[src/rtl/spike_pkg.sv]
// Shared types and width defaults for the spike rate decoder and its neighbours.
package spike_pkg;

    typedef enum logic {
        IDLE = 1'b0,
        RUN  = 1'b1
    } state_t;

    localparam int WIN_W_DEF = 8;
    localparam int CNT_W_DEF = 8;
    localparam int ISI_W_DEF = 8;

    localparam int unsigned WIN_MAX_DEF = (1 << WIN_W_DEF) - 1;
    localparam int unsigned CNT_MAX_DEF = (1 << CNT_W_DEF) - 1;
    localparam int unsigned ISI_MAX_DEF = (1 << ISI_W_DEF) - 1;

endpackage

[src/rtl/sat_counter.sv]
// Up-counter with clear (priority over enable) that sticks at all-ones.
// o_inc is the saturated increment of the current value, so the parent can
// use "count plus this cycle's event" without waiting for the register.
module sat_counter #(
    parameter int W = 8
) (
    input  logic         clk,
    input  logic         rst,
    input  logic         i_clr,
    input  logic         i_en,
    output logic [W-1:0] o_cnt,
    output logic [W-1:0] o_inc
);

    localparam logic [W-1:0] MAX = '1;

    logic [W-1:0] r_cnt;

    assign o_cnt = r_cnt;
    assign o_inc = (r_cnt == MAX) ? r_cnt : r_cnt + W'(1);

    // count register: clear wins over increment
    always_ff @(posedge clk) begin
        if (rst)        r_cnt <= '0;
        else if (i_clr) r_cnt <= '0;
        else if (i_en)  r_cnt <= o_inc;
    end

endmodule

[src/rtl/spike_rate_decoder.sv]
// Converts a 1-bit spike train into per-window spike count and minimum
// inter-spike interval, published through a valid/ready port.
//
// state | meaning
// IDLE  | decoder disabled; waiting for ena to start a fresh window
// RUN   | counting cycles k=0..len_q-1 of a window, back-to-back windows
module spike_rate_decoder
    import spike_pkg::*;
#(
    parameter int WIN_W = WIN_W_DEF,
    parameter int CNT_W = CNT_W_DEF,
    parameter int ISI_W = ISI_W_DEF
) (
    input  logic             clk,
    input  logic             rst,
    input  logic             ena,
    input  logic             spike_in,
    input  logic [WIN_W-1:0] win_len,
    output logic [CNT_W-1:0] rate_out,
    output logic [ISI_W-1:0] isi_out,
    output logic             out_valid,
    input  logic             out_ready,
    output logic             overrun,
    output logic             busy
);

    state_t r_state, w_state_nxt;

    logic [WIN_W-1:0] r_len_q, r_k;
    logic [ISI_W-1:0] r_min_isi;
    logic             r_seen_first, r_isi_valid, r_spike_prev;

    logic [CNT_W-1:0] w_cnt, w_cnt_inc;
    logic [ISI_W-1:0] w_tmr, w_isi_cand;
    logic [WIN_W-1:0] w_len_eff;
    logic [ISI_W-1:0] w_min_nxt;
    logic [CNT_W-1:0] w_rate_pub;
    logic             w_evt, w_run, w_start, w_last, w_publish, w_accept;
    logic             w_isi_upd, w_two;

    assign w_evt     = spike_in & ~r_spike_prev;
    assign w_run     = (r_state == RUN);
    assign w_start   = (r_state == IDLE) && ena;
    assign w_last    = (r_k == r_len_q - WIN_W'(1));
    // ena low on the final cycle aborts rather than publishes
    assign w_publish = w_run && ena && w_last;
    assign w_accept  = out_valid && out_ready;
    assign w_len_eff = (win_len == '0) ? WIN_W'(1) : win_len;

    assign w_isi_upd  = w_run && w_evt && r_seen_first;
    assign w_min_nxt  = (w_isi_upd && (w_isi_cand < r_min_isi)) ? w_isi_cand : r_min_isi;
    assign w_two      = r_isi_valid || w_isi_upd;
    assign w_rate_pub = w_evt ? w_cnt_inc : w_cnt;

    sat_counter #(.W(CNT_W)) u_spike_cnt (
        .clk   (clk),
        .rst   (rst),
        .i_clr (w_start || w_publish),
        .i_en  (w_run && w_evt),
        .o_cnt (w_cnt),
        .o_inc (w_cnt_inc)
    );

    // ISI timer is deliberately not cleared at window boundaries
    sat_counter #(.W(ISI_W)) u_isi_tmr (
        .clk   (clk),
        .rst   (rst),
        .i_clr (w_run && w_evt),
        .i_en  (w_run),
        .o_cnt (w_tmr),
        .o_inc (w_isi_cand)
    );

    // state register
    always_ff @(posedge clk) begin
        if (rst) r_state <= IDLE;
        else     r_state <= w_state_nxt;
    end

    // next-state: ena alone decides between running and idling
    always_comb begin
        w_state_nxt = r_state;
        case (r_state)
            IDLE:    if (ena)  w_state_nxt = RUN;
            RUN:     if (!ena) w_state_nxt = IDLE;
            default: w_state_nxt = IDLE;
        endcase
    end

    // state outputs
    always_comb begin
        busy = 1'b0;
        if (r_state == RUN) busy = 1'b1;
    end

    // window bookkeeping: length latch, cycle index, first-spike and min-ISI tracking
    always_ff @(posedge clk) begin
        if (rst) begin
            r_spike_prev <= 1'b0;
            r_len_q      <= '0;
            r_k          <= '0;
            r_min_isi    <= '0;
            r_seen_first <= 1'b0;
            r_isi_valid  <= 1'b0;
        end else begin
            r_spike_prev <= spike_in;
            if (w_start || w_publish) begin
                r_len_q      <= w_len_eff;
                r_k          <= '0;
                r_min_isi    <= '1;
                r_seen_first <= 1'b0;
                r_isi_valid  <= 1'b0;
            end else if (w_run) begin
                r_k       <= r_k + WIN_W'(1);
                r_min_isi <= w_min_nxt;
                if (w_evt)     r_seen_first <= 1'b1;
                if (w_isi_upd) r_isi_valid  <= 1'b1;
            end
        end
    end

    // result port: publish, handshake and sticky overrun
    always_ff @(posedge clk) begin
        if (rst) begin
            rate_out  <= '0;
            isi_out   <= '0;
            out_valid <= 1'b0;
            overrun   <= 1'b0;
        end else begin
            if (w_publish) begin
                rate_out  <= w_rate_pub;
                isi_out   <= w_two ? w_min_nxt : '0;
                out_valid <= 1'b1;
            end else if (w_accept) begin
                out_valid <= 1'b0;
            end
            if (w_accept)                    overrun <= 1'b0;
            else if (w_publish && out_valid) overrun <= 1'b1;
        end
    end

endmodule

[config.mk]
export PLATFORM = sky130hd
export DESIGN_NAME = spike_rate_decoder
export DESIGN_NICKNAME = d
export VERILOG_FILES = /design/src/rtl/spike_pkg.sv /design/src/rtl/sat_counter.sv /design/src/rtl/spike_rate_decoder.sv
export SDC_FILE = /design/constraint.sdc
export NUM_CORES = 1
export LEC_CHECK = 0
export CORE_ASPECT_RATIO = 2
export CORE_MARGIN = 1.5
export CORE_UTILIZATION = 48
export CTS_BUF_LIST = sky130_fd_sc_hd__clkbuf_4 sky130_fd_sc_hd__clkbuf_8 sky130_fd_sc_hd__clkbuf_16
export CTS_CLUSTER_SIZE = 20
export DETAILED_ROUTE_END_ITERATION = 10
export GPL_ROUTABILITY_DRIVEN = 0
export HOLD_SLACK_MARGIN = 0.05
export PLACE_DENSITY = 0.71
export REMOVE_ABC_BUFFERS = 1
export SYNTH_ARGS = -nofsm -noshare
export SYNTH_HDL_FRONTEND = slang
export SYNTH_SLANG_ARGS = --single-unit
[constraint.sdc]
create_clock -name clk -period 3.07 [get_ports clk]
set_input_delay 0.307 -clock clk [delete_from_list [all_inputs] [get_ports clk]]
set_output_delay 0.307 -clock clk [all_outputs]
set_load 0.02 [all_outputs]
==> run summary, run 1 <==
HP Start -> r_isi_valid$_SDFFE_PP0P_
worst setup margin -> 0.157 ns
drt first pass iters -> 4
CTS root buffer -> clkbuf_16
share of cells above drive strength 1 -> 12.7%
Horiz. Die Dim -> 59.9 um
critical path arrival -> 3.11 ns
Residual DRC -> 0
crit path max fanout -> 9
EDFF count, synth -> 0
CTS tree -> yes
# fillers -> 549
clock latency on the worst-skew pair -> 0.32 ns
Synth async-reset ratio -> 0%
vias per cell -> 5.42
TritonCTS Sinks -> 62
final max-slew violation count -> 0
kind of critical path -> register to register
Num CTS Buffers -> 9
Die Height -> 117 um
cts hold-fix bufs -> 0
library cells used by synthesis -> 47
Post-Syn Instances -> 350
I/O Pins -> 32
Slew headroom -> 58.5%
minimum clock period -> 2.91 ns
post-layout net count -> 414
Cell Count, Final, Fillers Out -> 481
worst slew pin tran -> 0.620 ns
Initial Utilization -> 49.3%
H-tree Lvls -> 3
initial drt markers -> 66
Total Routing Usage GR -> 22.0%
initial antenna violation count -> 0
CTS Buffer Depth -> 2
number of global-route vias before repair -> 2518
Pwr per Cell Area -> 512 nW/um^2
post-route ant nets -> 0
Mean Syn Cell Area -> 8.89 um^2
f_max -> 343 MHz
Hold Path Sink -> r_isi_valid$_SDFFE_PP0P_
first-pass GRT wire length -> 11.7 mm
sequential-to-total area share from yosys stat -> 39.9%
Critical R2R Capture -> r_min_isi[0]$_SDFFE_PP0P_
Peak supply drop -> 0.398 mV
fin crit share -> 94.9%
GR Overflow Total -> 0
largest net degree at the start of global routing -> 23
CP Capture Type -> register
Fin. Hold Viols -> 0
Design Power -> 2.01 mW
Antenna Cells -> 0
Port Buf Inserts -> 31
Leakage -> 1.45 nW
core area -> 6310 um^2
pre-CTS setup slack -> 0.0776 ns
Synth Cell Area -> 3110 um^2
final-report setup violation count -> 0
R2R depth -> 13
Hold Crit Class -> register to register
via count -> 2608
worst reg2reg setup slack -> 0.16 ns
Avg WL per Cell -> 15.0 um
dpl cells -> 464
startpoint types -> register
number of max-cap violations -> 0
Post-DP HPWL -> 5.35 mm
clock-pin slew on the worst setup and hold paths -> 0.05 ns
reg2reg start -> u_isi_tmr.o_cnt[0]$_SDFFE_PP0P_
hold path depth -> 2
row cnt -> 41
status -> finished clean
Ys Warns -> 0
full die area -> 7010 um^2
routed wire length -> 7.20 mm
required time of the critical path -> 3.26 ns
#FFs+latches synth -> 62
Area Growth Syn to Fin -> 26.0%
Worst Skew -> 0.00478 ns
prevailing post-synth register cell -> dfxtp_1
## synth_stat cells (all sizes together) (2+ instances only)
master    n  area (um^2)
dfxtp    62         1240
nor2     41          154
nand2    26         97.6
a21oi    25          125
mux2i    17          170
nand3    16         92.6
a211oi   15          113
xor2     14          123
xnor2    13          114
clkbuf   11         41.3
ha       11          138
inv      11         41.3
o21ai     9         45.0
and3      8         50.1
nor2b     8         50.1
o2bb2ai   8         70.1
buf       6         30.0
and2      4         25.0
mux2      4         45.0
nand2b    4         25.0
nand4     4         25.0
a311oi    3         26.3
a31oi     3         18.8
nor3      3         15.0
a2111oi   2         55.1
a41oi     2         17.5
and4      2         17.5
nand3b    2         15.0
nor4      2         18.8
o21a      2         15.0
## layout by cell type (no fill, tap or decap), types with 2 or more instances in the layout
| master | netlist | routed |
|---|---|---|
| buf_4 | 1 | 13 |
| inv_1 | 11 | 11 |
| a31oi_1 | 3 | 3 |
| nor3_1 | 3 | 3 |
| dfxtp_1 | 62 | 61 |
| clkdlybuf4s50_1 | 0 | 31 |
| a211oi_1 | 15 | 15 |
| nand4_1 | 4 | 4 |
| and4_1 | 2 | 2 |
| mux2i_2 | 0 | 4 |
| nand3_1 | 15 | 15 |
| nor2_1 | 41 | 41 |
| nand2_1 | 26 | 26 |
| nor2b_1 | 8 | 8 |
| mux2i_1 | 17 | 11 |
| xnor2_1 | 13 | 13 |
| buf_6 | 0 | 2 |
| mux2_2 | 4 | 4 |
| a41oi_1 | 2 | 2 |
| ha_1 | 11 | 11 |
| o21ai_0 | 8 | 8 |
| nand2b_1 | 4 | 4 |
| clkbuf_16 | 0 | 9 |
| and3_1 | 8 | 6 |
| clkbuf_8 | 0 | 3 |
| a2111oi_4 | 2 | 2 |
| o21a_1 | 2 | 2 |
| o2bb2ai_1 | 8 | 8 |
| mux2i_4 | 0 | 2 |
| and2_1 | 4 | 4 |
| a311oi_1 | 3 | 3 |
| a21oi_1 | 25 | 25 |
| nand3b_1 | 2 | 2 |
| xor2_1 | 14 | 14 |
| clkbuf_4 | 0 | 4 |
## worst max path at each step
stage                                         start                   endpoint  depth (start not counted)
global route        u_isi_tmr.o_cnt[0]$_SDFFE_PP0P_  r_min_isi[0]$_SDFFE_PP0P_                         13
detailed placement  u_isi_tmr.o_cnt[0]$_SDFFE_PP0P_  r_min_isi[7]$_SDFFE_PP0P_                         13
global placement    u_isi_tmr.o_cnt[0]$_SDFFE_PP0P_  r_min_isi[7]$_SDFFE_PP0P_                         13
CTS                 u_isi_tmr.o_cnt[0]$_SDFFE_PP0P_  r_min_isi[7]$_SDFFE_PP0P_                         13
floorplan           u_isi_tmr.o_cnt[0]$_SDFFE_PP0P_  r_min_isi[7]$_SDFFE_PP0P_                         12
finish              u_isi_tmr.o_cnt[0]$_SDFFE_PP0P_  r_min_isi[0]$_SDFFE_PP0P_                         13
## area by class of cell
cell class	count	area, um^2	share of cell area [%]
Clock buffer	16	297	7.56
Inverter	11	41.3	1.05
Multi-Input combinational cell	260	1810	46.0
Sequential cell	62	1240	31.7
Tap cell	86	108	2.74
Timing Repair Buffer	46	430	11.0
## stage by stage
| step | utilization [%] | hold WS, ns | TNS [ns] | area (um^2) |
|---|---|---|---|---|
| floorplan | - | 0.376 | 0 | 3040 |
| global placement | 56.5 | 0.430 | 0 | 3560 |
| detailed placement | 56.5 | 0.440 | 0 | 3560 |
| CTS | 61.2 | 0.454 | 0 | 3860 |
| global route | 62.2 | 0.474 | -0.122 | 3920 |
| finish | 62.2 | 0.452 | 0 | 3920 |
## per-layer routing
layer  vias to the layer above  wire length (um)  global-route usage [%]
met2                        37              4130                    40.7
met5                         -                 0                       0
met1                      1239              2750                    23.0
li1                       1324                 -                       -
met4                         0               130                    9.48
met3                         8               195                    4.40
## power breakdown
| group | switching [mW] | internal, mW |
|---|---|---|
| clock | 0.333 | 0.648 |
| sequential | 0.0229 | 0.827 |
| combinational | 0.0956 | 0.0817 |
## worst max-delay path, stage by stage, from the launching register on
cell and delay [ns]:
dfxtp_2 0.38, ha_1 0.20, and3_4 0.23, nand3_4 0.13, nand3_1 0.13, o21a_1 0.22, ha_1 0.28, a21o_1 0.17
a21oi_1 0.16, nor2b_1 0.09, a2111oi_4 0.26, buf_6 0.19, mux2i_2 0.23, a211oi_1 0.11
## kinds of logic (layout without fill, tap and decap cells)
kind of cell,after synthesis,in the layout,share of synthesized area (%)
flops,62,62,39.9
simple gates,125,125,20.1
mux,21,21,6.91
fa+ha+maj,11,11,4.42
compound gates,76,76,17.5
buf+inv,28,73,3.62
xor+xnor,27,27,7.60
## state kept, by name, indices dropped and copies added (netlist names)
register           count
r_isi_valid            1
u_spike_cnt.o_cnt      8
out_valid              1
r_state                1
rate_out               8
r_k                    8
r_min_isi              8
r_len_q                8
isi_out                8
u_isi_tmr.o_cnt        8
r_seen_first           1
r_spike_prev           1
overrun                1
## repair_timing
| item | CTS | global route |
|---|---|---|
| endpoints found under the setup margin | 0 | 16 |
| setup buffers | 0 | 1 |
| gates resized for setup | 0 | 14 |
No activity file was read; power rests on OpenSTA's default activity.
==> run 2: changes to the inputs <==
--- a/config.mk
+++ b/config.mk
@@ -5,15 +5,16 @@
 export SDC_FILE = /design/constraint.sdc
 export NUM_CORES = 1
 export LEC_CHECK = 0
+export ABC_AREA = 1
 export CORE_ASPECT_RATIO = 2
 export CORE_MARGIN = 1.5
-export CORE_UTILIZATION = 48
+export CORE_UTILIZATION = 52
 export CTS_BUF_LIST = sky130_fd_sc_hd__clkbuf_4 sky130_fd_sc_hd__clkbuf_8 sky130_fd_sc_hd__clkbuf_16
 export CTS_CLUSTER_SIZE = 20
 export DETAILED_ROUTE_END_ITERATION = 10
 export GPL_ROUTABILITY_DRIVEN = 0
 export HOLD_SLACK_MARGIN = 0.05
-export PLACE_DENSITY = 0.71
+export PLACE_DENSITY = 0.75
 export REMOVE_ABC_BUFFERS = 1
 export SYNTH_ARGS = -nofsm -noshare
 export SYNTH_HDL_FRONTEND = slang
==> run summary, run 2 <==
most frequent cells in the layout -> nand2_1, inv_1, dfxtp_1 (was dfxtp_1, nor2_1, clkdlybuf4s50_1)
clock latency on the worst-skew pair -> 0.33 ns (was 0.32 ns)
Port Buf Inserts -> 31 (unchanged)
initial drt markers -> 161 (was 66)
WP buf/inv -> 2 (was 1)
setup bufs post-CTS -> 0 (unchanged)
Yosys top cell area share -> 37.2% (was 39.9%)
final-report setup violation count -> 0 (unchanged)
most used cell, CP -> nand2_1 (was ha_1)
CTS root buffer -> clkbuf_16 (unchanged)
Worst Skew -> 0.00716 ns (was 0.00478 ns)
Mean Syn Cell Area -> 6.88 um^2 (was 8.89 um^2)
CTS tree -> yes (unchanged)
Synth async-reset ratio -> 0% (unchanged)
EDFF count, synth -> 0 (unchanged)
full die area -> 6940 um^2 (was 7010 um^2)
clock-pin slew on the worst setup and hold paths -> 0.05 ns (about the same)
#FFs+latches synth -> 62 (unchanged)
CP Cell Sequence -> ha_1, nand2_1, nor2_2, nand2_1, inv_1, nor3_1, inv_1, ha_1, a21oi_1, o21ai_1, nor2_4, nand2_2, nand2_1, nand3_1, a21oi_1 (was ha_1, and3_4, nand3_4, nand3_1, o21a_1, ha_1, a21o_1, a21oi_1, nor2b_1, a2111oi_4, buf_6, mux2i_2, a211oi_1)
Design Power -> 2.06 mW (was 2.01 mW)
Initial Utilization -> 53.3% (was 49.3%)
initial antenna violation count -> 0 (unchanged)
crit path max fanout -> 9 (unchanged)
number of global-route vias before repair -> 2911 (was 2518)
CP top delay family -> simple AND/OR/NAND/NOR gates (was compound AO/OA/AOI/OAI gates)
prevailing post-synth register cell -> dfxtp_1 (unchanged)
Total Routing Usage GR -> 24.1% (was 22.0%)
Slowest cell on crit path -> dfxtp_1 (was dfxtp_2)
number of max-cap violations -> 0 (unchanged)
Slew headroom -> 58.2% (was 58.5%)
routed wire length -> 7.75 mm (was 7.20 mm)
via count -> 3102 (was 2608)
f_max -> 360 MHz (was 343 MHz)
I/O Pins -> 32 (unchanged)
CP max stage delay -> 0.34 ns (was 0.38 ns)
largest net degree at the start of global routing -> 19 (was 23)
setup TNS -> 0 ns (unchanged)
first-pass GRT wire length -> 12.4 mm (was 11.7 mm)
share of cells above drive strength 1 -> 7.79% (was 12.7%)
CP Capture Type -> register (unchanged)
Ys Warns -> 0 (unchanged)
Fin. Hold Viols -> 0 (unchanged)
Hold Crit Class -> register to register (unchanged)
Avg WL per Cell -> 12.7 um (was 15.0 um)
Synth Cell Area -> 3340 um^2 (was 3110 um^2)
post-route ant nets -> 0 (unchanged)
Antenna Cells -> 0 (unchanged)
Pwr per Cell Area -> 513 nW/um^2 (was 512 nW/um^2)
Residual DRC -> 0 (unchanged)
Post-Syn Instances -> 485 (was 350)
Peak supply drop -> 0.454 mV (was 0.398 mV)
status -> finished clean (unchanged)
worst slew pin tran -> 0.622 ns (was 0.620 ns)
required time of the critical path -> 3.33 ns (was 3.26 ns)
Synth area leader -> dfxtp_1 (unchanged)
Post-DP HPWL -> 5.76 mm (was 5.35 mm)
core area -> 6260 um^2 (was 6310 um^2)
drt first pass iters -> 4 (unchanged)
Synth top cells by count -> nand2_1, inv_1, dfxtp_1 (was dfxtp_1, nor2_1, nand2_1)
Num CTS Buffers -> 9 (unchanged)
minimum clock period -> 2.78 ns (was 2.91 ns)
most frequent cell after synthesis -> nand2_1 (was dfxtp_1)
sequential-to-total area share from yosys stat -> 37.2% (was 39.9%)
Area Growth Syn to Fin -> 20.2% (was 26.0%)
TritonCTS Sinks -> 62 (unchanged)
unrepaired setup endpoints after global routing -> false
most common cell after layout, fill and taps aside -> nand2_1 (was dfxtp_1)
H-tree Lvls -> 3 (unchanged)
Synth area leaders -> dfxtp_1, nand2_1, inv_1 (was dfxtp_1, mux2i_1, nor2_1)
kind of critical path -> register to register (unchanged)
# fillers -> 582 (was 549)
final max-slew violation count -> 0 (unchanged)
Horiz. Die Dim -> 59.6 um (was 59.9 um)
critical path arrival -> 3.04 ns (was 3.11 ns)
library cells used by synthesis -> 34 (was 47)
row cnt -> 41 (unchanged)
CTS Buffer Depth -> 2 (unchanged)
startpoint types -> register (unchanged)
vias per cell -> 5.07 (was 5.42)
GR Overflow Total -> 0 (unchanged)
Leakage -> 1.80 nW (was 1.45 nW)
Die Height -> 116 um (was 117 um)
fin crit share -> 90.5% (was 94.9%)
post-layout net count -> 546 (was 414)
run 2: report_power, final:
part	internal (mW)	switching (mW)	total [mW]	leakage, nW
Clock	0.610	0.332	0.942	0.143
Combinational	0.0985	0.162	0.261	1.15
Sequential	0.835	0.0222	0.857	0.506
run 2: area by class of cell:
class | instances | area, um^2 | share of cell area (%)
tap | 86 | 108 | 2.68
timing repair buffer | 37 | 355 | 8.86
inverter | 76 | 288 | 7.17
multi-input combinational | 336 | 1740 | 43.4
clock buffer | 14 | 275 | 6.86
clock inverter | 1 | 5.00 | 0.125
sequential | 62 | 1240 | 30.9
run 2: path summary, 6_finish.rpt:
check,start,cells past startpoint,slack [ns],end
setup / recovery,u_isi_tmr.o_cnt[0]$_SDFFE_PP0P_,15,0.29,isi_out[0]$_SDFFE_PP0P_
hold / removal,r_seen_first$_SDFFE_PP0P_,2,0.45,r_seen_first$_SDFFE_PP0P_
setup reg to reg,u_isi_tmr.o_cnt[0]$_SDFFE_PP0P_,15,0.29,isi_out[0]$_SDFFE_PP0P_
hold reg to reg,r_seen_first$_SDFFE_PP0P_,2,0.45,r_seen_first$_SDFFE_PP0P_
run 2: worst register-to-register path: cells and delay by family, from the launching register on:
family / cells / cell delay [ns]
simple gates: 8 / 1.31
fa+ha+maj: 2 / 0.52
compound gates: 3 / 0.38
flops: 1 / 0.34
buf+inv: 2 / 0.17
run 2: logic make-up after synthesis:
kind of cell / after synthesis / share of synthesized area, %
DFF: 62 / 37.2
adders and majority gates: 11 / 4.12
AOI/OAI and AO/OA: 82 / 12.8
and+or+nand+nor: 221 / 29.4
xor gates and xnor gates: 22 / 5.77
buffers and inverters: 87 / 10.6
run 2: metrics by stage:
stage	cell area, um^2	setup WS [ns]	hold slack, ns	instances	util, %
2_1_floorplan	3270	0.616	0.369	474	-
3_3_place_gp	3730	0.418	0.434	597	59.6
3_5_place_dp	3730	0.289	0.436	597	59.6
4_1_cts	4010	0.258	0.444	612	64.1
5_1_grt	4010	0.0710	0.466	612	64.1
6_report	4010	0.292	0.445	612	64.1
run 2: what timing repair did:
item,4_1_cts,5_1_grt
resized for setup,0,1
endpoints found under the setup margin,0,6
hold buffers,0,0
endpoints found under the hold margin,0,0
run 2: per-layer routing:
metal / GRT usage (%) / vias to the layer above / wire length, um
li1: - / 1610 / -
met1: 22.0 / 1415 / 2910
met2: 44.2 / 46 / 4270
met3: 6.31 / 31 / 209
met4: 15.6 / 0 / 361
met5: 0 / - / 0
==> run 3: changes to the inputs <==
==> constraint.sdc (replaced) <==
create_clock -name clk -period 3.07 [get_ports clk]
set_input_delay 0.307 -clock clk [delete_from_list [all_inputs] [get_ports clk]]
set_output_delay 0.307 -clock clk [all_outputs]
set_load 0.005 [all_outputs]
==> results of run 3 <==
The final DEF is identical to that of run 2. Status: finished clean.
